$ cat src/rtl/fetch_unit_if.sv
// rtl/fetch_unit_if.sv - fetch unit bus: redirect/stall control, ROM port and IF/ID outputs
// AlignFault is present only when FETCH_ALIGN_CHECK_EN is defined.
interface fetch_unit_if;
  logic        Stall;
  logic        RedirectValid;
  logic [31:0] RedirectTarget;
  logic [31:0] FetchAddress;
  logic [31:0] FetchInstruction;
  logic        IfIdValid;
  logic [31:0] IfIdInstruction;
  logic [31:0] IfIdPc;
  logic [31:0] IfIdPcPlus4;
`ifdef FETCH_ALIGN_CHECK_EN
  logic        AlignFault;

  modport master (
    input  Stall, RedirectValid, RedirectTarget, FetchInstruction,
    output FetchAddress, IfIdValid, IfIdInstruction, IfIdPc, IfIdPcPlus4, AlignFault
  );

  modport slave (
    output Stall, RedirectValid, RedirectTarget, FetchInstruction,
    input  FetchAddress, IfIdValid, IfIdInstruction, IfIdPc, IfIdPcPlus4, AlignFault
  );
`else
  modport master (
    input  Stall, RedirectValid, RedirectTarget, FetchInstruction,
    output FetchAddress, IfIdValid, IfIdInstruction, IfIdPc, IfIdPcPlus4
  );

  modport slave (
    output Stall, RedirectValid, RedirectTarget, FetchInstruction,
    input  FetchAddress, IfIdValid, IfIdInstruction, IfIdPc, IfIdPcPlus4
  );
`endif
endinterface

$ cat src/rtl/fetch_unit.sv
// rtl/fetch_unit.sv - instruction fetch stage: PC register, IF/ID pipeline register, BOOT/RUN(/FAULT) FSM
// Optional misaligned-redirect trap enabled by defining FETCH_ALIGN_CHECK_EN.
module fetch_unit #(
  parameter logic [31:0] RESET_PC = 32'h00000000
) (
  input  logic   Clock,
  input  logic   Reset,
  fetch_unit_if.master bus
);

`ifdef FETCH_ALIGN_CHECK_EN
  typedef enum logic [1:0] {BOOT = 2'd0, RUN = 2'd1, FAULT = 2'd2} state_t;
`else
  typedef enum logic [1:0] {BOOT = 2'd0, RUN = 2'd1} state_t;
`endif

  state_t      state_q, state_d;
  logic [31:0] pc_q, pc_d;
  logic        valid_q, valid_d;
  logic [31:0] inst_q, inst_d;
  logic [31:0] ipc_q, ipc_d;
  logic [31:0] ipc4_q, ipc4_d;
  logic [31:0] pc_plus4;
  logic        redirect_live;
`ifdef FETCH_ALIGN_CHECK_EN
  logic        fault_q, fault_d;
`endif

  assign pc_plus4          = pc_q + 32'd4;
  assign bus.FetchAddress  = pc_q;
  assign bus.IfIdValid       = valid_q;
  assign bus.IfIdInstruction = inst_q;
  assign bus.IfIdPc          = ipc_q;
  assign bus.IfIdPcPlus4     = ipc4_q;
`ifdef FETCH_ALIGN_CHECK_EN
  assign bus.AlignFault      = fault_q;
`endif

  // A redirect is honoured in BOOT and RUN alike; FAULT ignores it.
  assign redirect_live = bus.RedirectValid && (state_q == BOOT || state_q == RUN);

  always_comb begin
    state_d = state_q;
    pc_d    = pc_q;
    valid_d = valid_q;
    inst_d  = inst_q;
    ipc_d   = ipc_q;
    ipc4_d  = ipc4_q;
`ifdef FETCH_ALIGN_CHECK_EN
    fault_d = fault_q;
`endif

    case (state_q)
      BOOT: begin
        state_d = RUN;
        valid_d = 1'b0;
      end
      RUN: begin
        if (!bus.RedirectValid && !bus.Stall) begin
          inst_d  = bus.FetchInstruction;
          ipc_d   = pc_q;
          ipc4_d  = pc_plus4;
          valid_d = 1'b1;
          pc_d    = pc_plus4;
        end
      end
`ifdef FETCH_ALIGN_CHECK_EN
      FAULT: begin
        valid_d = 1'b0;
      end
`endif
      default: begin
        state_d = BOOT;
        valid_d = 1'b0;
      end
    endcase

    // Flush only clears the valid bit; the IF/ID payload keeps its last value.
    if (redirect_live) begin
      valid_d = 1'b0;
`ifdef FETCH_ALIGN_CHECK_EN
      if (bus.RedirectTarget[1:0] != 2'b00) begin
        state_d = FAULT;
        fault_d = 1'b1;
      end else begin
        pc_d = bus.RedirectTarget;
      end
`else
      pc_d = bus.RedirectTarget & 32'hFFFF_FFFC;
`endif
    end
  end

  always_ff @(posedge Clock or posedge Reset) begin
    if (Reset) begin
      state_q <= BOOT;
      pc_q    <= RESET_PC;
      valid_q <= 1'b0;
      inst_q  <= 32'd0;
      ipc_q   <= 32'd0;
      ipc4_q  <= 32'd0;
`ifdef FETCH_ALIGN_CHECK_EN
      fault_q <= 1'b0;
`endif
    end else begin
      state_q <= state_d;
      pc_q    <= pc_d;
      valid_q <= valid_d;
      inst_q  <= inst_d;
      ipc_q   <= ipc_d;
      ipc4_q  <= ipc4_d;
`ifdef FETCH_ALIGN_CHECK_EN
      fault_q <= fault_d;
`endif
    end
  end

endmodule

$ cat src/flat_wrapper.sv
// flat-port wrapper written by rule: the top's interface ports become plain ports
module fetch_unit_flat 
#(
  parameter logic [31:0] RESET_PC = 32'h00000000
)
  (Clock, Reset, bus_Stall, bus_RedirectValid, bus_RedirectTarget, bus_FetchInstruction, bus_FetchAddress, bus_IfIdValid, bus_IfIdInstruction, bus_IfIdPc, bus_IfIdPcPlus4);
  fetch_unit_if bus_i ();
  input  logic Clock;
  input  logic Reset;
  input wire logic [$bits(bus_i.Stall)-1:0] bus_Stall;
  input wire logic [$bits(bus_i.RedirectValid)-1:0] bus_RedirectValid;
  input wire logic [$bits(bus_i.RedirectTarget)-1:0] bus_RedirectTarget;
  input wire logic [$bits(bus_i.FetchInstruction)-1:0] bus_FetchInstruction;
  output wire logic [$bits(bus_i.FetchAddress)-1:0] bus_FetchAddress;
  output wire logic [$bits(bus_i.IfIdValid)-1:0] bus_IfIdValid;
  output wire logic [$bits(bus_i.IfIdInstruction)-1:0] bus_IfIdInstruction;
  output wire logic [$bits(bus_i.IfIdPc)-1:0] bus_IfIdPc;
  output wire logic [$bits(bus_i.IfIdPcPlus4)-1:0] bus_IfIdPcPlus4;
  assign bus_i.Stall = bus_Stall;
  assign bus_i.RedirectValid = bus_RedirectValid;
  assign bus_i.RedirectTarget = bus_RedirectTarget;
  assign bus_i.FetchInstruction = bus_FetchInstruction;
  assign bus_FetchAddress = bus_i.FetchAddress;
  assign bus_IfIdValid = bus_i.IfIdValid;
  assign bus_IfIdInstruction = bus_i.IfIdInstruction;
  assign bus_IfIdPc = bus_i.IfIdPc;
  assign bus_IfIdPcPlus4 = bus_i.IfIdPcPlus4;
  fetch_unit #(.RESET_PC(RESET_PC)) u_core (.Clock(Clock), .Reset(Reset), .bus(bus_i));
endmodule
$ cat config.mk
export PLATFORM = sky130hd
export DESIGN_NAME = fetch_unit_flat
export DESIGN_NICKNAME = d
export VERILOG_FILES = /design/src/rtl/fetch_unit_if.sv /design/src/rtl/fetch_unit.sv /design/src/flat_wrapper.sv
export SDC_FILE = /design/constraint.sdc
export NUM_CORES = 1
export LEC_CHECK = 0
export BUFFER_PORTS_ARGS = -buffer_cell sky130_fd_sc_hd__buf_2
export CAP_MARGIN = 30
export CELL_PAD_IN_SITES_DETAIL_PLACEMENT = 0
export CELL_PAD_IN_SITES_GLOBAL_PLACEMENT = 1
export CORE_UTILIZATION = 37
export DETAILED_ROUTE_END_ITERATION = 6
export PLACE_DENSITY_LB_ADDON = 0.2
export REMOVE_ABC_BUFFERS = 1
export SLEW_MARGIN = 20
export SYNTH_ARGS = -nofsm -noshare
export SYNTH_HDL_FRONTEND = slang
export SYNTH_SLANG_ARGS = --single-unit
export TNS_END_PERCENT = 1
$ cat constraint.sdc
create_clock -name Clock -period 4.85 [get_ports Clock]
set_input_delay 0.2425 -clock Clock [delete_from_list [all_inputs] [get_ports Clock]]
set_output_delay 0.2425 -clock Clock [all_outputs]
set_load 0.005 [all_outputs]
== After elaboration in Yosys (flattened, before gate mapping) ==
Index checks and enable logic that the tools add are counted.
Widths: inputs -> output; s select.

* Output and inout bits: 129
* Flip-flop bits (word level): 131
* Logic and storage cells: 26

* Eq/ne operators: 2
* $add $sub $neg: 1
* Mux-type cells: 7
* Reduce and logical (&&, ||, !) cells: 10

{| class="wikitable"
|+ Operator list
! cell !! number
|-
| $mux 32 || 3
|-
| $add 32x3->32 const B || 1
|-
| $pmux 2 s2 || 1
|-
| $reduce_and 2->1 || 2
|-
| $reduce_bool 2->1 || 2
|-
| $mux 1 || 3
|-
| $ne 3x2->1 const B || 1
|-
| $eq 2x1->1 const B || 1
|-
| $logic_and 1x1->1 || 2
|-
| $logic_not 1->1 || 2
|-
| $logic_not 2->1 || 1
|-
| $logic_or 1x1->1 || 1
|}

== Longest topological paths before layout ==
* Word-level depth: 5
* Mapped depth: 8

== Least setup slack after synthesis ==
Ideal clock, no wire load.

* Kind: register to register
* Start: register u_core.pc_q[2] (netlist: u_core.bus.FetchAddress[2])
* End: register u_core.pc_q[20] (netlist: u_core.bus.FetchAddress[20])
* Data arrival time: 2.119 ns
* Setup time: 0.082 ns
* Data required time: 4.768 ns
* Slack: 2.649 ns
* Stages on the path, launching flop included: 7
* Clock period less this slack: 2.201 ns
* Cells stage by stage: dfrtp_1 -> ha_1 -> nand3_4 -> or4_4 -> buf_6 -> or4_1 -> a31oi_1

* Cells in the longest elaborated chain, start to end: 4

{| class="wikitable"
|+ Ends and longest elaborated chain
! item !! line !! RTL
|-
| start: declaration || fetch_unit.sv:18 || <nowiki>logic [31:0] pc_q, pc_d;</nowiki>
|-
| start signal: assignment || fetch_unit.sv:107 || <nowiki>pc_q <= pc_d;</nowiki>
|-
| $add 32x3->32 || fetch_unit.sv:29 || <nowiki>assign pc_plus4 = pc_q + 32'd4;</nowiki>
|-
| $mux 32 || fetch_unit.sv:59 || <nowiki>if (!bus.RedirectValid && !bus.Stall) begin</nowiki>
|-
| $mux 32 || fetch_unit.sv:53 || <nowiki>case (state_q)</nowiki>
|-
| $mux 32 || fetch_unit.sv:79 || <nowiki>if (redirect_live) begin</nowiki>
|}

No other way between the ends. The select of a mux whose other input is x is not followed.
A chain may end at the register's enable or synchronous reset.

== Worst setup path in the final report ==
* Start: register u_core.pc_q[9] (netlist: u_core.bus.FetchAddress[9])
* End: register u_core.pc_q[25] (netlist: u_core.bus.FetchAddress[25])

Same word-level chain as after synthesis.

==> results.sh <==
export IMPL_outcome="complete, no violations"
export IMPL_die_area_sq_um=16100
export IMPL_io_pin_count=197
export IMPL_cp_max_fo=20
export IMPL_timing_final_crit_period_ns=2.74
export IMPL_startpoint_type="flip-flop"
export IMPL_detail_route_wl_per_cell_microns=15.8
export IMPL_path_clk_slew_ns=0.05
export IMPL_routed_via_count=5201
export IMPL_drt_pass_1_iters=4
export IMPL_pin_count_of_the_biggest_net_entering_global_routing=66
export IMPL_drv_max_cap_violation_count=0
export IMPL_post_route_cells_drive_above_1_share_pct=27.6
export IMPL_grt_antenna_before_repair=0
export IMPL_final_max_slew_violation_count=0
export IMPL_root_buffer="sky130_fd_sc_hd__clkbuf_16"
export IMPL_unrepaired_setup_endpoints_after_global_routing="false"
export IMPL_die_w_microns=127
export IMPL_cellPowerDensity_nw_per_um2=415
export IMPL_finalHoldViolations=0
export IMPL_flow_area_growth_from_synthesis_pct=27.9
export IMPL_clock_sink_count=124
export IMPL_timing_clock_skew_ns=0.00848
export IMPL_synthesis_warning_total=0
export IMPL_worst_slew_margin_rel_pct=31.2
export IMPL_timing_final_crit_share_pct=56.5
export IMPL_setup_violations_final=0
export IMPL_detailedRoute_firstIterationViolations=317
export IMPL_grt_pass1_vias=5022
export IMPL_netlist_area_sq_um=5780
export IMPL_place_detailed_hpwl_microns=11100
export IMPL_tightest_slew_ns=1.03
export IMPL_placed_cells_incl_taps=988
export IMPL_postRouteWirelength_microns=16100
export IMPL_worstPathBufferInverterCount=0
export IMPL_fin_util_pct=48.6
export IMPL_sum_neg_setup_slack_ns=0
export IMPL_routed_via_density=5.10
export IMPL_ys_top_cells_by_area="sky130_fd_sc_hd__dfrtp_1 (54%), sky130_fd_sc_hd__nand2_1 (15%), sky130_fd_sc_hd__o21ai_0 (3.5%)"
export IMPL_cts_path_max_buffers=2
export IMPL_synth_area_leader_cell="sky130_fd_sc_hd__dfrtp_1"
export IMPL_required_ns=5.19
export IMPL_worst_setup_path_type="flip-flop to flip-flop"
export IMPL_slowest_delay_ns=0.91
export IMPL_timing_critical_path_slowest_stage_cell="sky130_fd_sc_hd__or4b_2"
export IMPL_fmax_mhz=365
export IMPL_hold_class="input pin to flip-flop"
export IMPL_critical_path_top_delay_family="simple AND/OR/NAND/NOR gates"
export IMPL_antenna_left=0
export IMPL_number_of_cells_traversed_by_the_worst_hold_path=3
export IMPL_crit_cells=4
export IMPL_synthesis_area_per_instance_sq_um=8.77
export IMPL_drc_errors=0
export IMPL_insertion_delay_ns=0.41
export IMPL_io_buffers=188
export IMPL_nNetsFinal=889
export IMPL_die_y_microns=127
export IMPL_worstPathArrival_ns=3.09
export IMPL_number_of_library_cell_types_mapped_by_synthesis=37
export IMPL_design_core_area_sq_um=15200
export IMPL_async_flop_share_pct=100
export IMPL_num_antenna_cells=0
export IMPL_power_ir_vdd_worst_v=0.000228
export IMPL_layout_common_cells="sky130_fd_sc_hd__nand2_1 (232), sky130_fd_sc_hd__buf_2 (188), sky130_fd_sc_hd__dfrtp_1 (124), sky130_fd_sc_hd__o21ai_0 (40), sky130_fd_sc_hd__nor2_1 (31)"
export IMPL_reg2reg_depth=4
export IMPL_gp_congestion=0.771
export IMPL_crit_chain="and4_1 -> nand4_1 -> or4b_2 -> nand3_1"
export IMPL_proportion_of_synthesized_chip_area_in_sequential_cells_pct=53.7
export IMPL_track_usage_pct=20.9
export IMPL_floorplan_initialDensity_pct=38.0
export IMPL_synth_ff_latch_count=124
export IMPL_finish_cell_count_without_fillers=1020
export IMPL_syn_inst=659
export IMPL_rows=45
export IMPL_grt_pass1_wl_microns=26100
export IMPL_dpl_cell_area_sq_um=6790
export IMPL_h_tree_levels=4
export IMPL_power_leakage_nw=3.62
export IMPL_final_area_sq_um=7390
export IMPL_synth_edff_count=0
export IMPL_cp_end_kind="flip-flop"
export IMPL_final_common_cell="sky130_fd_sc_hd__nand2_1"
export IMPL_yosys_most_used_dff="sky130_fd_sc_hd__dfrtp_1"
export IMPL_synth_top_area_share_pct=53.7
export IMPL_cts_post_setup_buffers_inserted=0
export IMPL_grt_overflow_total=0
export IMPL_number_of_buffers_inserted_during_clock_tree_synthesis=17
export IMPL_cts_tree="done"
==> cell type report <==
cell class,count,area (sq um)
well taps,188,235
clock inverters,7,113
inverters,2,12.5
repair buffers,196,1030
fillers,1521,7810
multi-input cells,479,2420
flip-flops and latches,124,3100
clock buffers,24,482
==> worst register-to-register path: stages, from the launching register on <==
cell and delay [ns]:
sky130_fd_sc_hd__dfrtp_1 0.55, sky130_fd_sc_hd__and4_1 0.41, sky130_fd_sc_hd__nand4_1 0.70, sky130_fd_sc_hd__or4b_2 0.92
sky130_fd_sc_hd__nand3_1 0.11
==> state kept, by name (all words and copies together) (netlist names) <==
name / count
u_core.bus.IfIdPcPlus4: 30
u_core.bus.IfIdValid: 1
u_core.bus.FetchAddress: 30
u_core.bus.IfIdPc: 30
u_core.state_q: 1
u_core.bus.IfIdInstruction: 32
==> timing repair <==
| action | CTS | global route |
|---|---|---|
| gates resized for setup | 0 | 0 |
| endpoints found under the hold margin | 64 | 0 |
| endpoints found under the setup margin | 0 | 0 |
| hold buffers | 1 | 0 |
==> through the flow <==
stage	total power [mW]	setup slack (ns)	hold slack, ns
3_3_place_gp	1.79	2.17	0.359
3_5_place_dp	1.81	2.07	0.358
6_report	3.07	2.11	0.0200
4_1_cts	3.10	2.06	0.000408
5_1_grt	3.23	1.92	0.00705
2_1_floorplan	1.53	0.580	0.348
==> cell usage after synthesis (all sizes together) (2+ instances only) <==
library cell and count:
and3 4, o311ai 3, buf 22, dfrtp 124, and4 6, or4b 2
nor4 3, a31oi 26, nand4 15, or3 15, nor2 32, nand2b 3
nand2 232, nand3 19, nand4b 2, conb 2, o31ai 13, or4 17
o211ai 2, nor2b 2, inv 2, clkbuf 37, o21ai 40, xnor2 13
xor2 11, nor3 5
==> layer usage <==
layer / part of all wire, % / vias to the layer above / GRT usage (%)
li1: - / 2544 / -
met1: 46 / 2447 / 27.4
met2: 46 / 188 / 33.3
met3: 6.5 / 22 / 5.49
met4: 1.6 / 0 / 7.98
met5: 0 / - / 0
==> report_power, final <==
part | switching [mW] | internal (mW) | total [mW]
Clock | 0.436 | 0.843 | 1.28
Combinational | 0.247 | 0.218 | 0.466
Sequential | 0.129 | 1.19 | 1.32
==> worst paths after layout <==
check                      slack [ns]                       start                        endpoint
max                              2.11  u_core.bus.FetchAddress[9]     u_core.bus.FetchAddress[25]
min                              0.02    bus_FetchInstruction[24]  u_core.bus.IfIdInstruction[24]
max reg2reg                      2.11  u_core.bus.FetchAddress[9]     u_core.bus.FetchAddress[25]
min reg2reg                      0.47       u_core.bus.IfIdPc[15]           u_core.bus.IfIdPc[15]
max in group asynchronous        3.14                       Reset  u_core.bus.IfIdInstruction[19]
min in group asynchronous        0.46                       Reset  u_core.bus.IfIdInstruction[14]
==> logic make-up (layout without fill, tap and decap cells) <==
| group | Yosys count | after routing | synth area share (%) |
|---|---|---|---|
| other | 2 | 7 | 0.130 |
| buffers and inverters | 61 | 229 | 5.02 |
| AND/OR/NAND/NOR | 359 | 359 | 28.1 |
| XOR/XNOR | 24 | 24 | 3.64 |
| flip-flops | 124 | 124 | 53.7 |
| AO/OA/AOI/OAI | 87 | 87 | 9.09 |
| multiplexers | 1 | 1 | 0.173 |
| adder cells (fa/ha/maj) | 1 | 1 | 0.216 |
(Power assumes the default switching activity.)
